**config.mk**
```make
export PLATFORM = sky130hd
export DESIGN_NAME = mem_port_arbiter
export DESIGN_NICKNAME = d
export VERILOG_FILES = /design/src/rtl/mem_port_arbiter_pkg.sv /design/src/rtl/mem_port_arbiter_rr_arb2.sv /design/src/rtl/mem_port_arbiter.sv
export SDC_FILE = /design/constraint.sdc
export NUM_CORES = 1
export LEC_CHECK = 0
export CAP_MARGIN = 5
export CORE_AREA = 2 2 107 109
export CTS_CLUSTER_SIZE = 20
export DETAILED_ROUTE_END_ITERATION = 12
export DIE_AREA = 0 0 109 111
export HOLD_SLACK_MARGIN = 0.05
export PLACE_DENSITY = 0.66
export SLEW_MARGIN = 0
export SYNTH_ARGS = -nofsm -noshare
export SYNTH_HDL_FRONTEND = slang
export SYNTH_HIERARCHICAL = 1
export SYNTH_SLANG_ARGS = --single-unit
```
**constraint.sdc**
```tcl
create_clock -name clk -period 3.2 [get_ports clk]
set_input_delay 0.96 -clock clk [delete_from_list [all_inputs] [get_ports clk]]
set_output_delay 0.96 -clock clk [all_outputs]
set_load 0.01 [all_outputs]
```
**src/rtl/mem_port_arbiter_pkg.sv**
```systemverilog
// Shared definitions for the two-requester block-RAM port arbiter:
// requester-ID encoding and default bus widths.
package mem_port_arbiter_pkg;

  typedef enum logic {
    REQ_R0 = 1'b0,
    REQ_R1 = 1'b1
  } req_id_e;

  localparam int DEF_ADDR_W = 32;
  localparam int DEF_DATA_W = 32;

endpackage

```
**src/rtl/mem_port_arbiter_rr_arb2.sv**
```systemverilog
// Two-way round-robin grant: a lone request always wins, a tie goes to the
// requester that was not granted most recently.
module rr_arb2
  import mem_port_arbiter_pkg::*;
(
  input  logic [1:0] req_i,
  input  req_id_e    last_grant_i,
  output logic [1:0] gnt_o
);

  always_comb begin
    gnt_o = req_i;
    if (&req_i) begin
      gnt_o = (last_grant_i == REQ_R1) ? 2'b01 : 2'b10;
    end
  end

endmodule

```
**src/rtl/mem_port_arbiter.sv**
```systemverilog
// Arbitrates two single-beat requesters onto one port of a 1-cycle-latency
// block RAM. Handshake: a transaction completes on a rising edge where both
// rN_req_valid and rN_req_ready are high; ready never rises without valid.
module mem_port_arbiter
  import mem_port_arbiter_pkg::*;
#(
  parameter int ADDR_W = DEF_ADDR_W,
  parameter int DATA_W = DEF_DATA_W
) (
  input  logic                clk,
  input  logic                rst,
  input  logic                r0_req_valid,
  output logic                r0_req_ready,
  input  logic [ADDR_W-1:0]   r0_req_addr,
  input  logic [DATA_W/8-1:0] r0_req_we,
  input  logic [DATA_W-1:0]   r0_req_wdata,
  output logic                r0_rsp_valid,
  input  logic                r1_req_valid,
  output logic                r1_req_ready,
  input  logic [ADDR_W-1:0]   r1_req_addr,
  input  logic [DATA_W/8-1:0] r1_req_we,
  input  logic [DATA_W-1:0]   r1_req_wdata,
  output logic                r1_rsp_valid,
  output logic [DATA_W-1:0]   rsp_rdata,
  output logic                mem_en,
  output logic [DATA_W/8-1:0] mem_we,
  output logic [ADDR_W-1:0]   mem_addr,
  output logic [DATA_W-1:0]   mem_din,
  input  logic [DATA_W-1:0]   mem_dout
);

  logic [1:0] req;
  logic [1:0] gnt;
  req_id_e    last_grant_q, last_grant_d;
  logic       rsp_valid_q, rsp_valid_d;
  req_id_e    rsp_id_q, rsp_id_d;
  logic       unused_low_addr;

  // Byte offsets are dropped; alignment belongs to the requester.
  assign unused_low_addr = ^{r0_req_addr[1:0], r1_req_addr[1:0]};

  assign req = rst ? 2'b00 : {r1_req_valid, r0_req_valid};

  rr_arb2 u_rr_arb2 (
    .req_i        (req),
    .last_grant_i (last_grant_q),
    .gnt_o        (gnt)
  );

  always_comb begin
    r0_req_ready = gnt[0];
    r1_req_ready = gnt[1];
    mem_en       = |gnt;
    mem_we       = '0;
    mem_addr     = '0;
    mem_din      = '0;
    last_grant_d = last_grant_q;
    rsp_valid_d  = |gnt;
    rsp_id_d     = REQ_R0;
    if (gnt[1]) begin
      mem_we       = r1_req_we;
      mem_addr     = {2'b00, r1_req_addr[ADDR_W-1:2]};
      mem_din      = r1_req_wdata;
      last_grant_d = REQ_R1;
      rsp_id_d     = REQ_R1;
    end else if (gnt[0]) begin
      mem_we       = r0_req_we;
      mem_addr     = {2'b00, r0_req_addr[ADDR_W-1:2]};
      mem_din      = r0_req_wdata;
      last_grant_d = REQ_R0;
    end
  end

  // A response pending across the edge into reset is masked, not delivered.
  assign r0_rsp_valid = rsp_valid_q && (rsp_id_q == REQ_R0) && !rst;
  assign r1_rsp_valid = rsp_valid_q && (rsp_id_q == REQ_R1) && !rst;
  assign rsp_rdata    = mem_dout;

  always_ff @(posedge clk) begin
    if (rst) begin
      last_grant_q <= REQ_R1;
      rsp_valid_q  <= 1'b0;
      rsp_id_q     <= REQ_R0;
    end else begin
      last_grant_q <= last_grant_d;
      rsp_valid_q  <= rsp_valid_d;
      rsp_id_q     <= rsp_id_d;
    end
  end

endmodule

```
==> results of run 1 <==
[report_power, final]
| group | total (W) | internal (W) | switching (W) |
|---|---|---|---|
| Clock | 0.000197 | 0.000164 | 0.0000323 |
| Combinational | 0.000477 | 0.000314 | 0.000163 |
| Sequential | 0.0000416 | 0.0000398 | 0.00000179 |
[synthesized netlist by cell type, types with 2 or more instances]
library cell,number
nor2b_1,4
inv_1,2
buf_2,2
clkbuf_1,5
nand2_1,4
buf_8,7
buf_4,35
o21ai_0,3
dfxtp_1,3
a22o_1,64
[through the flow]
stage	area [sq um]	power (W)	util, %
2_1_floorplan	1140	0.000220	-
3_3_place_gp	3100	0.000473	28.0
3_5_place_dp	3100	0.000478	28.0
4_1_cts	3380	0.000716	30.6
5_1_grt	3420	0.000754	30.9
6_report	3420	0.000715	30.9
[critical path: stages]
cell and delay [ns]:
buf_8 0.10, buf_6 0.11, nor2b_4 0.12, a21boi_4 0.26, buf_12 0.14, buf_16 0.09, buf_8 0.10, buf_6 0.11
buf_6 0.09, a22o_1 0.12, buf_2 0.13
[worst max-delay path by stage]
stage / startpoint / to / cells past startpoint
finish: rst / mem_addr[4] / 11
global route: rst / mem_addr[4] / 11
CTS: r1_req_valid / mem_addr[25] / 12
detailed placement: r0_req_valid / mem_din[23] / 7
global placement: r0_req_valid / mem_din[23] / 7
floorplan: r1_req_valid / mem_addr[0] / 7
[state kept, by name, indices dropped and copies added, names as in the netlist]
signal and flops:
rsp_id_q 1, last_grant_q 1, rsp_valid_q 1
[cells by family (layout without fill, tap and decap cells)]
group / Yosys count / after routing
compound gates: 69 / 69
buf+inv: 51 / 252
flops: 3 / 3
other cells: 1 / 2
simple gates: 13 / 13
[timing repair]
action | CTS | global route
pin swaps | 3 | 7
endpoints found under the hold margin | 0 | 0
buffers inserted | 19 | 9
setup endpoints to repair | 71 | 68
resized for setup | 308 | 17
gates cloned | 9 | 5
[final cells by class]
type | instances | area [sq um] | share of cell area, %
Timing Repair Buffer | 246 | 2390 | 69.7
Tap cell | 143 | 179 | 5.22
Multi-Input combinational cell | 84 | 711 | 20.8
Inverter | 2 | 7.51 | 0.219
Clock buffer | 4 | 78.8 | 2.30
Sequential cell | 3 | 60.1 | 1.75
[layer usage]
layer  vias up  global-route usage (%)
met5         -                       0
met4         0                    1.79
met3        12                    2.18
met2       130                    23.1
met1       902                    12.3
li1        901                       -
==> results by group, run 1 <==
Logic synthesis
  • Cell Area, Synth: 1140 sq um
  • Top FF cell, synth: dfxtp_1
  • Xor/xnor share of the synthesized area: 0%
  • Cells after Synth: 137
  • Largest area contributor in the netlist: a22o_1
  • YS warnings: 6
  • Complex-gate fraction of the synthesized area: 51.9%
  • Mean post-synth cell area: 8.31 sq um
  • Post-Synth Adder-Cell Area: 0%
  • Synth unique cells: 18
  • Post-synth ARST share: 0%
  • Synth top area share: 49.2%
  • Ranking of synthesized cells by area: a22o_1 49%, buf_4 23%, buf_8 9.2%
  • Simple-gate share of the synthesized area: 7.03%
  • Mux contribution to synthesized area: 0%
  • Post-synth EDFFs: 0
  • #FFs+latches synth: 3
  • Seq/Total Area, Yosys: 5.27%
  • Largest family of logic cells by synthesized area: compound AO/OA/AOI/OAI gates

STA
  • Final hold violation count: 0
  • Final Max Slew Viols: 0
  • Layout Skew: 0.00372 ns
  • Max Fclk: 303 MHz
  • Final worst slack: -0.101 ns
  • Setup violations, final: 48
  • WHS: 0.537 ns
  • Min cycle time layout: 3.30 ns
  • Final period util: 103%
  • RSZ-0062 raised after global routing: true
  • Setup TNS: -2.13 ns

Hold path
  • Hold Startpoint: last_grant_q$_SDFFE_PP1P_
  • Hold Path Class: flip-flop to flip-flop
  • Hold path endpoint: last_grant_q$_SDFFE_PP1P_
  • Hold depth: 2

Clock network
  • Sink Count: 3
  • H-tree levels: 1
  • Clk slew on worst S/H paths: 0.03 ns
  • Clk root buf: clkbuf_16
  • TritonCTS Buffers: 3
  • CTS Buffer Depth: 2
  • CTS tree: built
  • CTS Hold Bufs: 0
  • Clock Latency Late Sink: 0.22 ns

Placement
  • DP Worst Slack: -0.874 ns
  • # port buffers: 206
  • GP Congestion: 0.675
  • Placed cell count: 445
  • DP HPWL: 5.09 mm

Floorplanning
  • Core Area: 11,100 sq um
  • Initial Util: 10.3%
  • Die Height: 111 um
  • I/O pin count: 277
  • Site Rows: 39
  • DIE AREA: 12,100 sq um
  • Die W: 109 um

Worst setup path
  • R2R Setup Slk: 1.67 ns
  • Critical path fanouts, max: 4
  • Crit path kind: primary input to primary output
  • CP arrival: 2.34 ns
  • RR Startpoint: last_grant_q$_SDFFE_PP1P_
  • Critical path endpoint category: primary output
  • Reg2reg end: rsp_valid_q$_SDFF_PP0_
  • CP Launch Type: primary input
  • CP required: 2.24 ns
  • Worst reg2reg path depth: 7

Layout
  • Proportion of layout cells with a drive suffix above 1: 35.4%
  • Fillers: 1,169
  • Area grow syn2layout: 201%
  • Most common cell after layout, fill and taps aside: clkdlybuf4s50_1
  • Most frequent cells in the layout: 134 x clkdlybuf4s50_1, 65 x buf_2, 64 x a22o_1, 13 x buf_6, 9 x buf_4
  • Ant diodes: 0
  • Non-filler cells, final: 482
  • Nets: 512

Pwr
  • Static Leak: 1.59 nW
  • PD cells: 209 nW/um^2
  • Maximum vdd ir drop: 0.295 mV

Drt
  • Routed via count: 1,945
  • DRC: 0
  • Wire per inst: 16.8 um
  • Initial DRT Pass Iterations: 4
  • Routed length on met2: 4.23 mm
  • Top Metal Used: met4
  • Via density per instance: 4.04
  • Detailed-route wire length on metal 1: 3.14 mm
  • Routed Antenna Nets: 0
  • DRT Wirelength: 8.08 mm
  • DR iter-0 viols: 43
  • WL met3: 618 um

Run status
  • Failing checks: setup timing
  • Status: finished, violations left

GRT
  • GRT Total Usage: 11.6%
  • Initial antenna violation count: 0
  • Vias in the first global route: 2,049
  • First-pass GRT wire length: 10.8 mm
  • Total gr overflow: 0
  • Largest net degree at the start of global routing: 22

Job
  • MaxCap Viol Count: 0
(Power assumes the default switching activity.)
==> run 2, diff against run 1 <==
--- a/config.mk
+++ b/config.mk
@@ -5,13 +5,14 @@
 export SDC_FILE = /design/constraint.sdc
 export NUM_CORES = 1
 export LEC_CHECK = 0
+export ABC_AREA = 1
 export CAP_MARGIN = 5
 export CORE_AREA = 2 2 107 109
-export CTS_CLUSTER_SIZE = 20
+export CTS_CLUSTER_SIZE = 12
 export DETAILED_ROUTE_END_ITERATION = 12
 export DIE_AREA = 0 0 109 111
 export HOLD_SLACK_MARGIN = 0.05
-export PLACE_DENSITY = 0.66
+export PLACE_DENSITY_LB_ADDON = 0.08
 export SLEW_MARGIN = 0
 export SYNTH_ARGS = -nofsm -noshare
 export SYNTH_HDL_FRONTEND = slang
==> run 2 against run 1 <==
The flow now finishes without violations. Register-to-register slack got worse by 0.04 ns. Via count rose by 24%. Clock power barely moved. Sequential share of layout area is 0.25 points lower. First-iteration DRC count is 26% higher. Critical path depth stayed put. Largest cell class unchanged. Largest power group unchanged.
==> results by group, run 2 <==
Floorplanning
  • Die W: 109 um (unchanged)
  • Initial Util: 14.3% (+4.0 points)
  • I/O pin count: 277 (unchanged)
  • Site Rows: 39 (unchanged)
  • Core Area: 11,100 sq um (unchanged)
  • DIE AREA: 12,100 sq um (unchanged)
  • Die Height: 111 um (unchanged)

Pwr
  • Psw: 0.000248 W (+26%)
  • Seq pwr share: 5.4% (-0.4 points)
  • Net switching fraction of the power: 31.6% (+4.1 points)
  • Pint: 0.000536 W (+3.3%)
  • Logic pwr share: 69.3% (+2.6 points)
  • PD cells: 196 nW/um^2 (-6.0%)
  • Clock share of power: 25.3% (-2.2 points)
  • Static Leak: 1.90 nW (+19%)
  • Pwr Total: 0.000783 W (+9.5%)
  • Maximum vdd ir drop: 0.150 mV (-49%)

Layout
  • End-of-flow core utilization: 36.0% (+5.1 points)
  • Nets: 649 (+27%)
  • Multi-input gate area: 1100 sq um (+55%)
  • Most common cell after layout, fill and taps aside: clkdlybuf4s50_1
  • Largest regs: last_grant_q x1, rsp_id_q x1, rsp_valid_q x1
  • Fillers: 1,181 (+1.0%)
  • Non-filler cells, final: 619 (+28%)
  • Proportion of layout cells with a drive suffix above 1: 30.5% (-4.9 points)
  • Reg area: 60.1 sq um (unchanged)
  • Area grow syn2layout: 152%
  • Most frequent cells in the layout: 134 x clkdlybuf4s50_1, 133 x nand2_1, 35 x nand3_1, 31 x nand3_2, 21 x buf_2
  • Ant diodes: 0 (unchanged)

Clock network
  • TritonCTS Buffers: 3 (unchanged)
  • Clock Latency Late Sink: 0.22 ns (about the same)
  • CTS Hold Bufs: 0 (unchanged)
  • Clk root buf: clkbuf_16
  • CTS tree: built
  • H-tree levels: 1 (unchanged)
  • Sink Count: 3 (unchanged)
  • CTS Buffer Depth: 2 (unchanged)
  • Clk slew on worst S/H paths: 0.03 ns (about the same)

Logic synthesis
  • Synth top area share: 32.3% (-17 points)
  • YS warnings: 6 (unchanged)
  • Largest area contributor in the netlist: nand2_1
  • #FFs+latches synth: 3 (unchanged)
  • Top FF cell, synth: dfxtp_1
  • Seq/Total Area, Yosys: 3.79% (-1.5 points)
  • Cell Area, Synth: 1580 sq um (+39%)
  • Synth unique cells: 16 (-2)
  • Mean post-synth cell area: 5.63 sq um (-32%)
  • Post-synth top cells: 136 x nand2_1, 37 x nand3_1, 36 x buf_4
  • Post-synth ARST share: 0% (unchanged)
  • Most numerous cell in the Yosys netlist: nand2_1
  • Post-synth EDFFs: 0 (unchanged)
  • Ranking of synthesized cells by area: nand2_1 32%, nand3_2 19%, buf_4 17%
  • Cells after Synth: 281 (+110%)

Placement
  • # port buffers: 206 (unchanged)
  • DP HPWL: 5.68 mm (+12%)
  • Placed cell count: 590 (+33%)
  • GP Congestion: 0.723 (+7.2%)

Drt
  • DRC: 0 (unchanged)
  • Routed via count: 2,420 (+24%)
  • DRT Wirelength: 8.38 mm (+3.8%)
  • DR iter-0 viols: 54 (+26%)
  • Initial DRT Pass Iterations: 4 (unchanged)
  • Routed Antenna Nets: 0 (unchanged)
  • Via density per instance: 3.91 (-3.1%)
  • Wire per inst: 13.5 um (-19%)

Job
  • MaxCap Viol Count: 0 (unchanged)

GRT
  • Largest net degree at the start of global routing: 20 (-9.1%)
  • GRT Total Usage: 13.0% (+1.4 points)
  • Initial antenna violation count: 0 (unchanged)
  • First-pass GRT wire length: 12.5 mm (+16%)
  • Total gr overflow: 0 (unchanged)
  • Vias in the first global route: 2,481 (+21%)

STA
  • Min cycle time layout: 3.17 ns (-0.135 ns)
  • Layout Skew: 0.000348 ns (-0.00337 ns)
  • Setup TNS: 0 ns (+2.13 ns)
  • Max Fclk: 316 MHz (+4.3%)
  • Final Max Slew Viols: 0 (unchanged)
  • WHS: 0.546 ns (+0.00974 ns)
  • Setup violations, final: 0 (-100%)
  • Final hold violation count: 0 (unchanged)
  • Final period util: 98.9% (-4.2 points)
  • RSZ-0062 raised after global routing: true

Worst setup path
  • Crit path kind: primary input to primary output
  • CP Launch Type: primary input
  • Critical path fanouts, max: 9 (+5)
  • CP arrival: 2.21 ns (-0.13 ns)
  • CP required: 2.24 ns (about the same)
  • Critical path endpoint category: primary output

Hold path
  • Hold Path Class: flip-flop to flip-flop

Run status
  • Status: finished, final reports clean
[run 2: changes by cell type after synthesis, moves of 3 or more]
cell | previous run | this run
buf_8 | 7 | 1
buf_12 | 0 | 3
clkbuf_1 | 5 | 1
nor2b_1 | 4 | 0
nand2_1 | 4 | 136
nor2_1 | 1 | 8
nand3_1 | 0 | 37
a22o_1 | 64 | 0
inv_1 | 2 | 6
buf_6 | 0 | 4
nand3_2 | 0 | 30
buf_2 | 2 | 12
[run 2: repair_timing]
action	4_1_cts	5_1_grt
hold endpoints to repair	0	0
setup buffers	16	2
pin swaps	5	1
setup endpoints to repair	70	55
cloned	7	2
gates resized for setup	199	58
[run 2: logic make-up after synthesis]
logic type,count (synthesis),synth area share (%)
AND/OR/NAND/NOR,211,64.8
buffers and inverters,64,30.5
AO/OA/AOI/OAI,2,0.632
other,1,0.237
flip-flops,3,3.79
[run 2: path summary, 6_finish.rpt]
path | start | end | slack (ns) | depth (start not counted)
worst min-delay path | last_grant_q$_SDFFE_PP1P_ | last_grant_q$_SDFFE_PP1P_ | 0.55 | 2
worst min register to register | last_grant_q$_SDFFE_PP1P_ | last_grant_q$_SDFFE_PP1P_ | 0.55 | 2
worst max-delay path | r0_req_valid | mem_din[22] | 0.03 | 11
worst max register to register | last_grant_q$_SDFFE_PP1P_ | last_grant_q$_SDFFE_PP1P_ | 1.63 | 9
[run 2: layout make-up]
class | count | share of cell area [%]
Clock buffer | 4 | 1.98
Inverter | 7 | 0.847
Multi-Input combinational cell | 215 | 27.7
Sequential cell | 3 | 1.51
Tap cell | 143 | 4.49
Timing Repair Buffer | 247 | 63.5
[run 2: through the flow]
stage | cell area, sq um | setup WS [ns]
floorplan | 1590 | 0.203
finish | 3990 | 0.0339
CTS | 4060 | -0.00626
detailed placement | 3570 | -0.672
global route | 3990 | -0.0323
global placement | 3570 | -0.661
[run 2: per-layer routing]
metal | up-vias | GRT usage (%) | part of all wire [%]
li1 | 1245 | - | -
met1 | 1054 | 13.7 | 38
met3 | 14 | 2.70 | 8.1
met2 | 107 | 25.6 | 54
met4 | 0 | 2.65 | 0.83
met5 | - | 0 | 0
[run 2: worst max-delay path, stage by stage]
cell and delay (ns):
buf_2 0.10, inv_2 0.06, nor2_4 0.04, buf_6 0.11
a21oi_4 0.18, buf_12 0.16, buf_12 0.12, buf_16 0.12
nand2_1 0.05, nand2_1 0.05, dlygate4sd2_1 0.26
[run 2: power by group through the flow]
stage / Sequential, W / Combinational [W] / Clock (W)
floorplan: 0.0000415 / 0.000214 / 0
global placement: 0.0000423 / 0.000500 / 0
detailed placement: 0.0000424 / 0.000500 / 0
CTS: 0.0000423 / 0.000548 / 0.000200
global route: 0.0000428 / 0.000586 / 0.000204
finish: 0.0000424 / 0.000543 / 0.000198
==> run 3, diff against run 2 <==
--- a/config.mk
+++ b/config.mk
@@ -13,8 +13,10 @@
 export DIE_AREA = 0 0 109 111
 export HOLD_SLACK_MARGIN = 0.05
 export PLACE_DENSITY_LB_ADDON = 0.08
+export REMOVE_ABC_BUFFERS = 1
 export SLEW_MARGIN = 0
 export SYNTH_ARGS = -nofsm -noshare
 export SYNTH_HDL_FRONTEND = slang
 export SYNTH_HIERARCHICAL = 1
 export SYNTH_SLANG_ARGS = --single-unit
+export TNS_END_PERCENT = 20
==> run 3 against run 2 <==
Non-clock buffer count down 12. Clock power about the same. Sequential share of layout area up 0.12 points. Combinational power down 7.6%. Via count up 1.3%. Critical endpoint is now mem_addr[21]. First-iteration DRC count up 39%. Clock-buffer cell count unchanged. Clock skew up 0.0024 ns.
==> results by group, run 3 (same netlist as run 2, synthesis figures left out) <==
Floorplanning
  • Site Rows: 39 (unchanged)
  • DIE AREA: 12,100 sq um (unchanged)
  • I/O pin count: 277 (unchanged)
  • Core Area: 11,100 sq um (unchanged)
  • Die Height: 111 um (unchanged)
  • Die W: 109 um (unchanged)
  • Initial Util: 14.3% (unchanged)

Drt
  • Via density per instance: 4.04 (+3.3%)
  • DRT Wirelength: 9.52 mm (+14%)
  • DRC: 0 (unchanged)
  • Routed via count: 2,452 (+1.3%)
  • Top Metal Used: met5
  • WL met3: 1.46 mm (+110%)
  • Detailed-route wire length on metal 1: 3.81 mm (+21%)
  • Wire per inst: 15.7 um (+16%)
  • DR iter-0 viols: 75 (+39%)
  • Initial DRT Pass Iterations: 4 (unchanged)
  • Routed Antenna Nets: 0 (unchanged)
  • Routed length on met2: 4.18 mm (-7.0%)

Worst setup path
  • Critical path startpoint: rst
  • WP buf/inv: 8 (+1)
  • CP top delay family: buffers and inverters
  • Worst-path cell chain: buf_2, nor2_4, inv_2, a21oi_4, buf_6, buf_6, inv_12, buf_16, buf_12, nand3_1, nand2_1, buf_2
  • CP max-delay cell: buf_16
  • WP depth: 12 (+1)
  • CP Launch Type: primary input
  • CP required: 2.24 ns (about the same)
  • CP arrival: 2.18 ns (-0.03 ns)
  • Worst path max stage delay: 0.15 ns (-0.11 ns)
  • Critical path fanouts, max: 13 (+4)
  • Worst Setup EP: mem_addr[21]
  • Reg2reg end: rsp_valid_q$_SDFF_PP0_
  • Worst reg2reg path depth: 7 (-2)
  • Critical path endpoint category: primary output
  • RR Startpoint: last_grant_q$_SDFFE_PP1P_
  • R2R Setup Slk: 1.97 ns (+0.34 ns)
  • Crit path kind: primary input to primary output

Pwr
  • Static Leak: 1.84 nW (-3.2%)
  • Maximum vdd ir drop: 0.174 mV (+16%)
  • PD cells: 200 nW/um^2 (+1.7%)

Layout
  • Non-filler cells, final: 607 (-1.9%)
  • Fillers: 1,217 (+3.0%)
  • Area grow syn2layout: 134%
  • Most frequent cells in the layout: 134 x nand2_1, 134 x clkdlybuf4s50_1, 47 x buf_2, 36 x nand3_1, 31 x nand3_2
  • Nets: 637 (-1.8%)
  • Largest regs: last_grant_q x1, rsp_id_q x1, rsp_valid_q x1
  • Final instance area: 3700 sq um (-7.1%)
  • Proportion of layout cells with a drive suffix above 1: 30.2% (-0.29 points)
  • Ant diodes: 0 (unchanged)

STA
  • Final Max Slew Viols: 0 (unchanged)
  • Layout Skew: 0.00277 ns (+0.00242 ns)
  • Final period util: 98.2% (-0.74 points)
  • Max Fclk: 318 MHz (+0.75%)
  • Setup violations, final: 0 (unchanged)
  • Min cycle time layout: 3.14 ns (-0.0236 ns)
  • Final hold violation count: 0 (unchanged)
  • RSZ-0062 raised after global routing: true

Clock network
  • Sink Count: 3 (unchanged)
  • CTS Buffer Depth: 2 (unchanged)
  • Clock Latency Late Sink: 0.22 ns (about the same)
  • CTS tree: built
  • Clk slew on worst S/H paths: 0.03 ns (about the same)
  • TritonCTS Buffers: 3 (unchanged)
  • CTS Hold Bufs: 0 (unchanged)
  • H-tree levels: 1 (unchanged)
  • Clk root buf: clkbuf_16

Placement
  • Area of placed instances: 3530 sq um (-1.1%)
  • # port buffers: 206 (unchanged)
  • Placed cell count: 583 (-1.2%)
  • DP HPWL: 6.62 mm (+17%)
  • GP Congestion: 0.703 (-2.8%)

GRT
  • Initial antenna violation count: 0 (unchanged)
  • First-pass GRT wire length: 13.3 mm (+7.0%)
  • Vias in the first global route: 2,361 (-4.8%)
  • Largest net degree at the start of global routing: 33 (+65%)
  • Total gr overflow: 0 (unchanged)
  • GRT Total Usage: 14.5% (+1.5 points)

Job
  • MaxCap Viol Count: 0 (unchanged)

Hold path
  • Hold Path Class: flip-flop to flip-flop

Run status
  • Status: finished, final reports clean
[run 3: how the worst min path moves through the flow]
stage,start,to,slack (ns),cells past startpoint
after floorplan,last_grant_q$_SDFFE_PP1P_,last_grant_q$_SDFFE_PP1P_,0.44,2
after global placement,last_grant_q$_SDFFE_PP1P_,last_grant_q$_SDFFE_PP1P_,0.49,2
after detailed placement,last_grant_q$_SDFFE_PP1P_,last_grant_q$_SDFFE_PP1P_,0.51,2
after CTS,last_grant_q$_SDFFE_PP1P_,last_grant_q$_SDFFE_PP1P_,0.51,2
after global routing,last_grant_q$_SDFFE_PP1P_,last_grant_q$_SDFFE_PP1P_,0.55,2
final,last_grant_q$_SDFFE_PP1P_,last_grant_q$_SDFFE_PP1P_,0.51,2
[run 3: final cells by class]
| cell class | instances | area (sq um) | area share (%) |
|---|---|---|---|
| clock buffers | 4 | 78.8 | 2.13 |
| inverters | 7 | 38.8 | 1.05 |
| multi-input cells | 215 | 1090 | 29.4 |
| flip-flops and latches | 3 | 60.1 | 1.62 |
| well taps | 143 | 179 | 4.83 |
| repair buffers | 235 | 2260 | 61.0 |
[run 3: timing repair]
item	4_1_cts	5_1_grt
gates cloned	7	2
setup buffers	7	4
endpoints found under the setup margin	71	47
endpoints found under the hold margin	0	0
pin swaps	4	2
resized for setup	258	26
[run 3: power by group]
group          internal [W]  leakage (nW)  switching, W
Clock              0.000164        0.0382     0.0000320
Combinational      0.000297          1.78      0.000204
Sequential        0.0000400        0.0247    0.00000174
[run 3: stage by stage]
step                      setup TNS, ns  worst slack, ns  util, %  hold slack (ns)  total power (W)
after CTS                        -0.268          -0.0668     33.3            0.514         0.000744
after floorplan                 -196.38            -2.88        -            0.444         0.000192
final                                 0           0.0575     33.4            0.510         0.000740
after global routing            -0.0822          -0.0195     33.4            0.547         0.000789
after detailed placement         -45.61           -0.714     31.9            0.514         0.000537
after global placement           -46.11           -0.718     31.9            0.495         0.000537
[run 3: worst reg2reg max path: cells and delay by family, from the launching register on]
kind	cells	cell delay, ns
buf+inv	4	0.53
compound gates	1	0.08
simple gates	2	0.13
flops	1	0.39
[run 3: routing by layer]
metal	global-route usage, %	up-vias
met5	4.02	-
met4	1.37	2
met3	8.82	6
met2	22.2	171
met1	17.5	1056
li1	-	1217
